**config.mk**
```make
export PLATFORM = sky130hd
export DESIGN_NAME = mod100_down_counter_flat
export DESIGN_NICKNAME = d
export VERILOG_FILES = /design/src/rtl/mod100_pkg.sv /design/src/rtl/mod100_down_counter_if.sv /design/src/rtl/mod100_sub.sv /design/src/rtl/mod100_down_counter.sv /design/src/flat_wrapper.sv
export SDC_FILE = /design/constraint.sdc
export NUM_CORES = 1
export LEC_CHECK = 0
export ABC_AREA = 1
export ABC_CLOCK_PERIOD_IN_PS = 5400
export CAP_MARGIN = 20
export CORE_MARGIN = 2
export CORE_UTILIZATION = 57
export CTS_BUF_LIST = sky130_fd_sc_hd__clkbuf_4 sky130_fd_sc_hd__clkbuf_8
export DETAILED_ROUTE_END_ITERATION = 8
export PLACE_DENSITY = 0.88
export SLEW_MARGIN = 20
export SYNTH_ARGS = -nofsm -noshare
export SYNTH_HDL_FRONTEND = slang
export SYNTH_SLANG_ARGS = --single-unit
```
**constraint.sdc**
```tcl
create_clock -name clk -period 5.4 [get_ports clk]
set_input_delay 0.81 -clock clk [delete_from_list [all_inputs] [get_ports clk]]
set_output_delay 0.81 -clock clk [all_outputs]
set_load 0.05 [all_outputs]
```
**src/rtl/mod100_pkg.sv**
```systemverilog
// mod100_pkg: shared constants, FSM state type and input clamp helper for the mod-N down counter.
//   MOD_DEFAULT - default wrap modulus
//   state_t     - IDLE / COUNT / DONE
//   clamp()     - limits an 8-bit input to 0..m-1
package mod100_pkg;
    localparam int MOD_DEFAULT = 100;
    typedef enum logic [1:0] {IDLE, COUNT, DONE} state_t;
    function automatic logic [7:0] clamp(input logic [7:0] v, input int m);
        return ({24'd0, v} >= m) ? 8'(m - 1) : v;
    endfunction
endpackage

```
**src/rtl/mod100_down_counter_if.sv**
```systemverilog
// mod100_down_counter_if: control/data bundle of the mod-N down counter.
//   master: drives start, load_value, tick, step, borrow_in, ack; observes value, borrow_out, busy, done
//   slave : the counter side (opposite directions)
interface mod100_down_counter_if;
    logic       start;
    logic [7:0] load_value;
    logic       tick;
    logic [7:0] step;
    logic       borrow_in;
    logic       ack;
    logic [7:0] value;
    logic       borrow_out;
    logic       busy;
    logic       done;
    modport master (output start, load_value, tick, step, borrow_in, ack,
                    input  value, borrow_out, busy, done);
    modport slave  (input  start, load_value, tick, step, borrow_in, ack,
                    output value, borrow_out, busy, done);
endinterface

```
**src/rtl/mod100_sub.sv**
```systemverilog
// mod100_sub: combinational modular subtract, value - step_c - borrow_in wrapped into 0..MODULUS-1.
//   value, step_c : operands already in 0..MODULUS-1
//   borrow_in     : extra 1 subtracted
//   next_value    : wrapped difference
//   wrap          : difference went negative and was corrected
module mod100_sub
    import mod100_pkg::*;
#(
    parameter int MODULUS = MOD_DEFAULT
) (
    input  logic [7:0] value,
    input  logic [7:0] step_c,
    input  logic       borrow_in,
    output logic [7:0] next_value,
    output logic       wrap
);
    // Operands stay below 128 so the 9-bit difference never overflows; bit 8 is the sign.
    logic [8:0] d;
    logic [8:0] d_fix;
    always_comb begin
        d          = {1'b0, value} - {1'b0, step_c} - {8'd0, borrow_in};
        d_fix      = d + 9'(MODULUS);
        wrap       = d[8];
        next_value = wrap ? d_fix[7:0] : d[7:0];
    end
endmodule

```
**src/rtl/mod100_down_counter.sv**
```systemverilog
// mod100_down_counter: loadable mod-N decimal down counter that stops after MAX_WRAPS borrows.
//   clk, rst_n : clock, asynchronous active-low reset
//   bus        : slave side of mod100_down_counter_if (start/load_value/tick/step/borrow_in/ack in,
//                value/borrow_out/busy/done out)
//   Build option MOD100_SAT_EN: saturate at 0 instead of wrapping and stop on underflow or on reaching 0.
module mod100_down_counter
    import mod100_pkg::*;
#(
    parameter int MODULUS   = MOD_DEFAULT,
    parameter int MAX_WRAPS = 1
) (
    input  logic                          clk,
    input  logic                          rst_n,
    mod100_down_counter_if.slave          bus
);
    state_t     state, state_n;
    logic [7:0] value_q, value_n;
    logic [3:0] wrap_cnt, wrap_cnt_n;
    logic       borrow_q, borrow_n;
    logic [7:0] sub_value;
    logic       sub_wrap;

    mod100_sub #(.MODULUS(MODULUS)) u_sub (
        .value      (value_q),
        .step_c     (clamp(bus.step, MODULUS)),
        .borrow_in  (bus.borrow_in),
        .next_value (sub_value),
        .wrap       (sub_wrap)
    );

    always_ff @(posedge clk or negedge rst_n) begin
        if (!rst_n) begin
            state    <= IDLE;
            value_q  <= '0;
            wrap_cnt <= '0;
            borrow_q <= 1'b0;
        end else begin
            state    <= state_n;
            value_q  <= value_n;
            wrap_cnt <= wrap_cnt_n;
            borrow_q <= borrow_n;
        end
    end

    // start takes priority in every state, so a reload always beats a tick or an ack.
    always_comb begin
        state_n    = state;
        value_n    = value_q;
        wrap_cnt_n = wrap_cnt;
        borrow_n   = 1'b0;
        if (bus.start) begin
            state_n    = COUNT;
            value_n    = clamp(bus.load_value, MODULUS);
            wrap_cnt_n = '0;
        end else if (state == COUNT && bus.tick) begin
            borrow_n = sub_wrap;
`ifdef MOD100_SAT_EN
            value_n = sub_wrap ? 8'd0 : sub_value;
            state_n = (sub_wrap || sub_value == 8'd0) ? DONE : COUNT;
`else
            value_n = sub_value;
            if (sub_wrap) begin
                wrap_cnt_n = wrap_cnt + 4'd1;
                state_n    = (wrap_cnt + 4'd1 == 4'(MAX_WRAPS)) ? DONE : COUNT;
            end
`endif
        end else if (state == DONE && bus.ack) begin
            state_n = IDLE;
        end
    end

    always_comb begin
        bus.value      = value_q;
        bus.borrow_out = borrow_q;
        bus.busy       = (state == COUNT);
        bus.done       = (state == DONE);
    end
endmodule

```
**src/flat_wrapper.sv**
```systemverilog
// flat-port wrapper written by rule: the top's interface ports become plain ports
module mod100_down_counter_flat import mod100_pkg::*;
#(
    parameter int MODULUS   = MOD_DEFAULT,
    parameter int MAX_WRAPS = 1
)
  (clk, rst_n, bus_start, bus_load_value, bus_tick, bus_step, bus_borrow_in, bus_ack, bus_value, bus_borrow_out, bus_busy, bus_done);
  mod100_down_counter_if bus_i ();
  input  logic clk;
  input  logic rst_n;
  input wire logic [$bits(bus_i.start)-1:0] bus_start;
  input wire logic [$bits(bus_i.load_value)-1:0] bus_load_value;
  input wire logic [$bits(bus_i.tick)-1:0] bus_tick;
  input wire logic [$bits(bus_i.step)-1:0] bus_step;
  input wire logic [$bits(bus_i.borrow_in)-1:0] bus_borrow_in;
  input wire logic [$bits(bus_i.ack)-1:0] bus_ack;
  output wire logic [$bits(bus_i.value)-1:0] bus_value;
  output wire logic [$bits(bus_i.borrow_out)-1:0] bus_borrow_out;
  output wire logic [$bits(bus_i.busy)-1:0] bus_busy;
  output wire logic [$bits(bus_i.done)-1:0] bus_done;
  assign bus_i.start = bus_start;
  assign bus_i.load_value = bus_load_value;
  assign bus_i.tick = bus_tick;
  assign bus_i.step = bus_step;
  assign bus_i.borrow_in = bus_borrow_in;
  assign bus_i.ack = bus_ack;
  assign bus_value = bus_i.value;
  assign bus_borrow_out = bus_i.borrow_out;
  assign bus_busy = bus_i.busy;
  assign bus_done = bus_i.done;
  mod100_down_counter #(.MODULUS(MODULUS), .MAX_WRAPS(MAX_WRAPS)) u_core (.clk(clk), .rst_n(rst_n), .bus(bus_i));
endmodule
```
=== Yosys cells after proc, flatten, opt, wreduce, memory -nomap -nowiden ===
Index checks and enable logic that the tools add are counted.

* Reductions and logical operators: 7
* Order comparisons: 2
* Muxes and demuxes: 15
* Eq/ne operators: 4
* $add $sub $neg: 4

{| class="wikitable"
|+ Operators by type and width
! operator !! count
|-
| 2-to-1 mux 8 bit || 5
|-
| >= comparator 8 x 7 -> 1 bit (second input constant) || 2
|-
| 2-to-1 mux 4 bit || 3
|-
| 2-to-1 mux 2 bit || 5
|-
| subtractor 8 x 8 -> 9 bit || 1
|-
| subtractor 9 x 1 -> 9 bit || 1
|-
| adder 8 x 7 -> 8 bit (second input constant) || 1
|-
| adder 4 x 1 -> 4 bit (second input constant) || 1
|-
| equality test 4 x 1 -> 1 bit (second input constant) || 1
|-
| AND reduction 2 bit || 2
|-
| nonzero test 2 bit || 2
|-
| inequality test 3 bit (second input constant) || 1
|-
| nonzero test 3 bit || 1
|-
| equality test 2 x 1 -> 1 bit (second input constant) || 1
|-
| equality test 2 bit (second input constant) || 1
|-
| logical AND 1 bit || 2
|-
| 2-to-1 mux 1 bit || 2
|}

* Bits in registers: 15
* Output and inout port bits: 11

=== Logic depth before layout (Yosys ltp) ===
* Depth after elaboration: 8
* Depth in mapped cells: 21
* Mapped depth without buffers: 21

=== Cells and area by module ===
A second synthesis with hierarchy kept.

* Cells, all modules: 245
* Area total of the unflattened synthesis: 1644.1 um^2

{| class="wikitable"
|+ Modules (own cells, without submodules)
! module !! cells an instance !! area an instance (um^2) !! seq. area each (um^2) !! times used
|-
| mod100_down_counter || 120 || 892.1 || 375.4 || 1
|-
| mod100_sub || 125 || 752.0 || 0.0 || 1
|}

=== Worst setup path after synthesis ===
No wires, ideal clock.

* Path kind: input to register
* Start: input bus_step[3]
* End: register u_core.value_q[6] (netlist: u_core.bus.value[6])
* Library setup time: 113 ps
* Setup slack: 2166 ps
* Stages: 16
* Data required time: 5287 ps
* Data arrival time: 3121 ps
* Cell sequence: nor2_1 -> nand2_1 -> a31oi_1 -> inv_1 -> or2_2 -> fa_1 -> fa_1 -> xor2_1 -> inv_1 -> ha_1 -> nand3_1 -> nand3_2 -> nand2_1 -> nand3_1 -> nand2_1 -> inv_1

* Longest elaborated chain between the ends: 8

{| class="wikitable"
|+ Ends and longest elaborated chain
! what !! RTL line !! source
|-
| start, declared || flat_wrapper.sv:14 || <nowiki>input wire logic [$bits(bus_i.step)-1:0] bus_step;</nowiki>
|-
| >= comparator 8 x 7 -> 1 bit || mod100_pkg.sv:9 || <nowiki>return ({24'd0, v} >= m) ? 8'(m - 1) : v;</nowiki>
|-
| 2-to-1 mux 8 bit * || mod100_pkg.sv:9 ||
|-
| subtractor 8 x 8 -> 9 bit * || mod100_sub.sv:21 || <nowiki>d = {1'b0, value} - {1'b0, step_c} - {8'd0, borrow_in};</nowiki>
|-
| subtractor 9 x 1 -> 9 bit * || mod100_sub.sv:21 ||
|-
| adder 8 x 7 -> 8 bit || mod100_sub.sv:22 || <nowiki>d_fix = d + 9'(MODULUS);</nowiki>
|-
| 2-to-1 mux 8 bit * || mod100_sub.sv:24 || <nowiki>next_value = wrap ? d_fix[7:0] : d[7:0];</nowiki>
|-
| 2-to-1 mux 8 bit * || mod100_down_counter.sv:55 || <nowiki>end else if (state == COUNT && bus.tick) begin</nowiki>
|-
| 2-to-1 mux 8 bit * || mod100_down_counter.sv:51 || <nowiki>if (bus.start) begin</nowiki>
|-
| end signal, assigned || mod100_down_counter.sv:39 || <nowiki>value_q <= value_n;</nowiki>
|-
| end, declared || mod100_down_counter.sv:17 || <nowiki>logic [7:0] value_q, value_n;</nowiki>
|}

Every way passes the cells marked *; elsewhere a longest branch is shown, timed or not. The select of a mux whose other input is x is not followed.
A chain may end at the register's enable or synchronous reset.

=== Worst setup path in the final report ===
* Start: input bus_step[3]
* End: register u_core.state[0]

* Longest elaborated chain between the ends: 6

{| class="wikitable"
|+ Ends and longest elaborated chain
! what !! RTL line !! source
|-
| >= comparator 8 x 7 -> 1 bit || mod100_pkg.sv:9 ||
|-
| 2-to-1 mux 8 bit * || mod100_pkg.sv:9 ||
|-
| subtractor 8 x 8 -> 9 bit * || mod100_sub.sv:21 ||
|-
| subtractor 9 x 1 -> 9 bit * || mod100_sub.sv:21 ||
|-
| inequality test 3 bit (no line) * || n/a ||
|-
| AND reduction 2 bit (no line) * || n/a ||
|-
| end signal, assigned || mod100_down_counter.sv:38 || <nowiki>state <= state_n;</nowiki>
|-
| end, declared || mod100_down_counter.sv:16 || <nowiki>state_t state, state_n;</nowiki>
|}

Every way passes the cells marked *; elsewhere a longest branch is shown, timed or not.

==> reports/metrics.cfg <==
[run_status]
status = finished clean

[clocking]
cts_tree = done
cts_buffer_depth = 2
post-cts-setup-buffers = 0
ctsResizeCount = 0
worstSkewPairLatency_ns = 0.30
cts.htree.levels = 1
clk_pin_slew_ns = 0.09
cts_buffers = 3
cts_sinks = 15
cts_hold_buf = 0
clock-root-buffer = clkbuf_4

[synth]
avgSynthCellArea_sq_um = 6.54
ys_top_cells_by_area = dfrtp_1, nand2_1, inv_1
yosys.area.top_type = dfrtp_1
synth_seq_cells = 15
synth_simple_gate_area_frac = 0.320
postSynthNetCount = 278
netlist_area_sq_um = 1550
yosys.area_share.adder = 0.163
synth_compound_area_frac = 0.0969
postSynthCellCount = 237
synthDistinctLibCells = 29
yosys_warnings = 0
ys_seq_area_frac = 0.242
synth_mux_area_frac = 0
post_synth_xor_area_fraction = 0.0226
netlist.area_leader.share = 0.242
synth_top_family_by_area = simple AND/OR/NAND/NOR gates

[worst_setup_path]
crit_buf_inv = 2
critPathLaunchType = primary input
path_cells = clkdlybuf4s50_1 -> nor2_1 -> nand2_1 -> a31oi_1 -> inv_1 -> or2_2 -> fa_1 -> fa_1 -> nand2_1 -> nand2_1 -> nand2_2 -> nand2_2 -> nand3_1 -> nand2_2 -> o21ai_2 -> nand2_2 -> nand2_1 -> o21ai_1
endpoint_kind = register
required_ns = 5.59
path_delay_family = simple AND/OR/NAND/NOR gates
cp_max_fo = 11
crit_type = primary input to register
arrival_ns = 3.87
cpPeakStageDelay_ns = 0.45
cp_slowest_cell = fa_1

[floorplanning]
start_util = 0.614
rows = 18
die_y_microns = 56.1
core_sq_um = 2520
die_area_sq_um = 3150
io_pins = 33
die_w_microns = 56.1

[final_layout]
nNetsFinal = 314
drive_gt1_frac = 0.0735
num_antenna_cells = 0
mostFrequentLayoutCells = nand2_1, inv_1, clkdlybuf4s50_1
layout_commonest_cell = nand2_1
area_growth_pct = 24.3

[global_routing]
antenna_found_initial = 0
overflow = 0
grt_max_degree = 16
grt_pass1_vias = 1431
grt_use_total = 0.237
grt_pass1_wl_mm = 5.94

[timing]
min_period_over_period = 0.680
setup_viol = 0
rsz0062_at_grt = false
finalWorstSetupSlack_ns = 1.73
holdWs_ns = 0.525
tightest_slew_ns = 0.696
layout_min_cycle_time_ns = 3.67
setup_tns_ns = 0
hold_violations = 0
drv_slew = 0
max_freq_ghz = 0.272
max_slew_margin = 0.535
clock_skew_ns = 0.00138

[detailed_routing]
ant_nets = 0
postRouteWirelength_mm = 3.40
dr.first_iter.drc_count = 54
avgRoutedWirePerCell_microns = 11.3
drc = 0
vias = 1504
drt-vias-per-instance = 4.98
drt_first_pass_iters = 4

[placement]
pre_cts_slack_ns = 1.44
io_buffers = 32
hpwlAfterDp_mm = 2.74
place.gp.congestion = 0.866

[run]
maxCapViolCount = 0

[power_and_ir_drop]
pwr_density_cell_nw_per_um2 = 572
power_mw = 1.10
leakage_nw = 1.05
peakVddDrop_mv = 0.398

[min_path]
hp-class = register to register

[cell usage after synthesis]
cell type,instances
buf_6,1
nor2_2,2
nor2_1,14
o221ai_1,1
nand3_1,19
nand2_1,61
a31oi_1,1
nand4_1,2
or2_2,3
conb_1,1
o21ai_2,1
nand3b_1,2
inv_1,59
dfrtp_1,15
fa_1,2
a22oi_1,1
ha_1,17
nor4_1,1
o21ai_1,6
o211ai_1,2
o21ai_0,7
inv_2,1
nand2_2,7
o22ai_1,2
o21a_1,1
nand3_2,1
a21oi_1,2
a21oi_2,1
xor2_1,4
[state kept, by name, indices dropped and copies added, names as in the netlist]
name                   cells
u_core.bus.borrow_out      1
u_core.state               2
u_core.wrap_cnt            4
u_core.bus.value           8
[tightest hold or removal path, delay by kind of cell (launching register included)]
kind | cells | cell delay [ns]
and+or+nand+nor | 2 | 0.12
DFF | 1 | 0.38
[power breakdown]
group	leakage (nW)	switching, mW	internal (mW)
Clock	0.0184	0.0397	0.0339
Combinational	0.843	0.552	0.296
Sequential	0.190	0.0299	0.149
[through the flow]
stage | instance area (sq um) | std cells | util
floorplan | 1550 | 237 | -
global route | 1930 | 302 | 0.763
detailed placement | 1900 | 298 | 0.751
CTS | 1930 | 302 | 0.763
global placement | 1900 | 298 | 0.751
finish | 1930 | 302 | 0.763
[cell families after synthesis]
group           after synthesis
other cells                   1
simple gates                112
compound gates               25
flops                        15
xor+xnor                      4
fa+ha+maj                    19
buf+inv                      61
[layout make-up]
cell class              instances  area (sq um)
fillers                       209           597
multi-input cells             161           937
well taps                      30          37.5
repair buffers                 32           320
clock buffers                   4          30.0
inverters                      60           225
flip-flops and latches         15           375
[worst paths after layout]
path,from,endpoint,slack (ns),cells after the start
min reg2reg,u_core.bus.value[7],u_core.bus.value[7],0.52,2
max reg2reg,u_core.bus.value[0],u_core.state[0],2.87,13
max in group asynchronous,rst_n,u_core.bus.value[7],4.04,1
min,u_core.bus.value[7],u_core.bus.value[7],0.52,2
max,bus_step[3],u_core.state[0],1.73,18
min in group asynchronous,rst_n,u_core.bus.value[0],0.92,1
[layer usage]
metal / vias up / part of all wire / GRT usage
met2: 28 / 0.48 / 0.382
li1: 801 / - / -
met4: 0 / 0.017 / 0.0816
met1: 667 / 0.46 / 0.316
met3: 8 / 0.045 / 0.0488
met5: - / 0 / 0
Power figures use the tool's default switching activity.
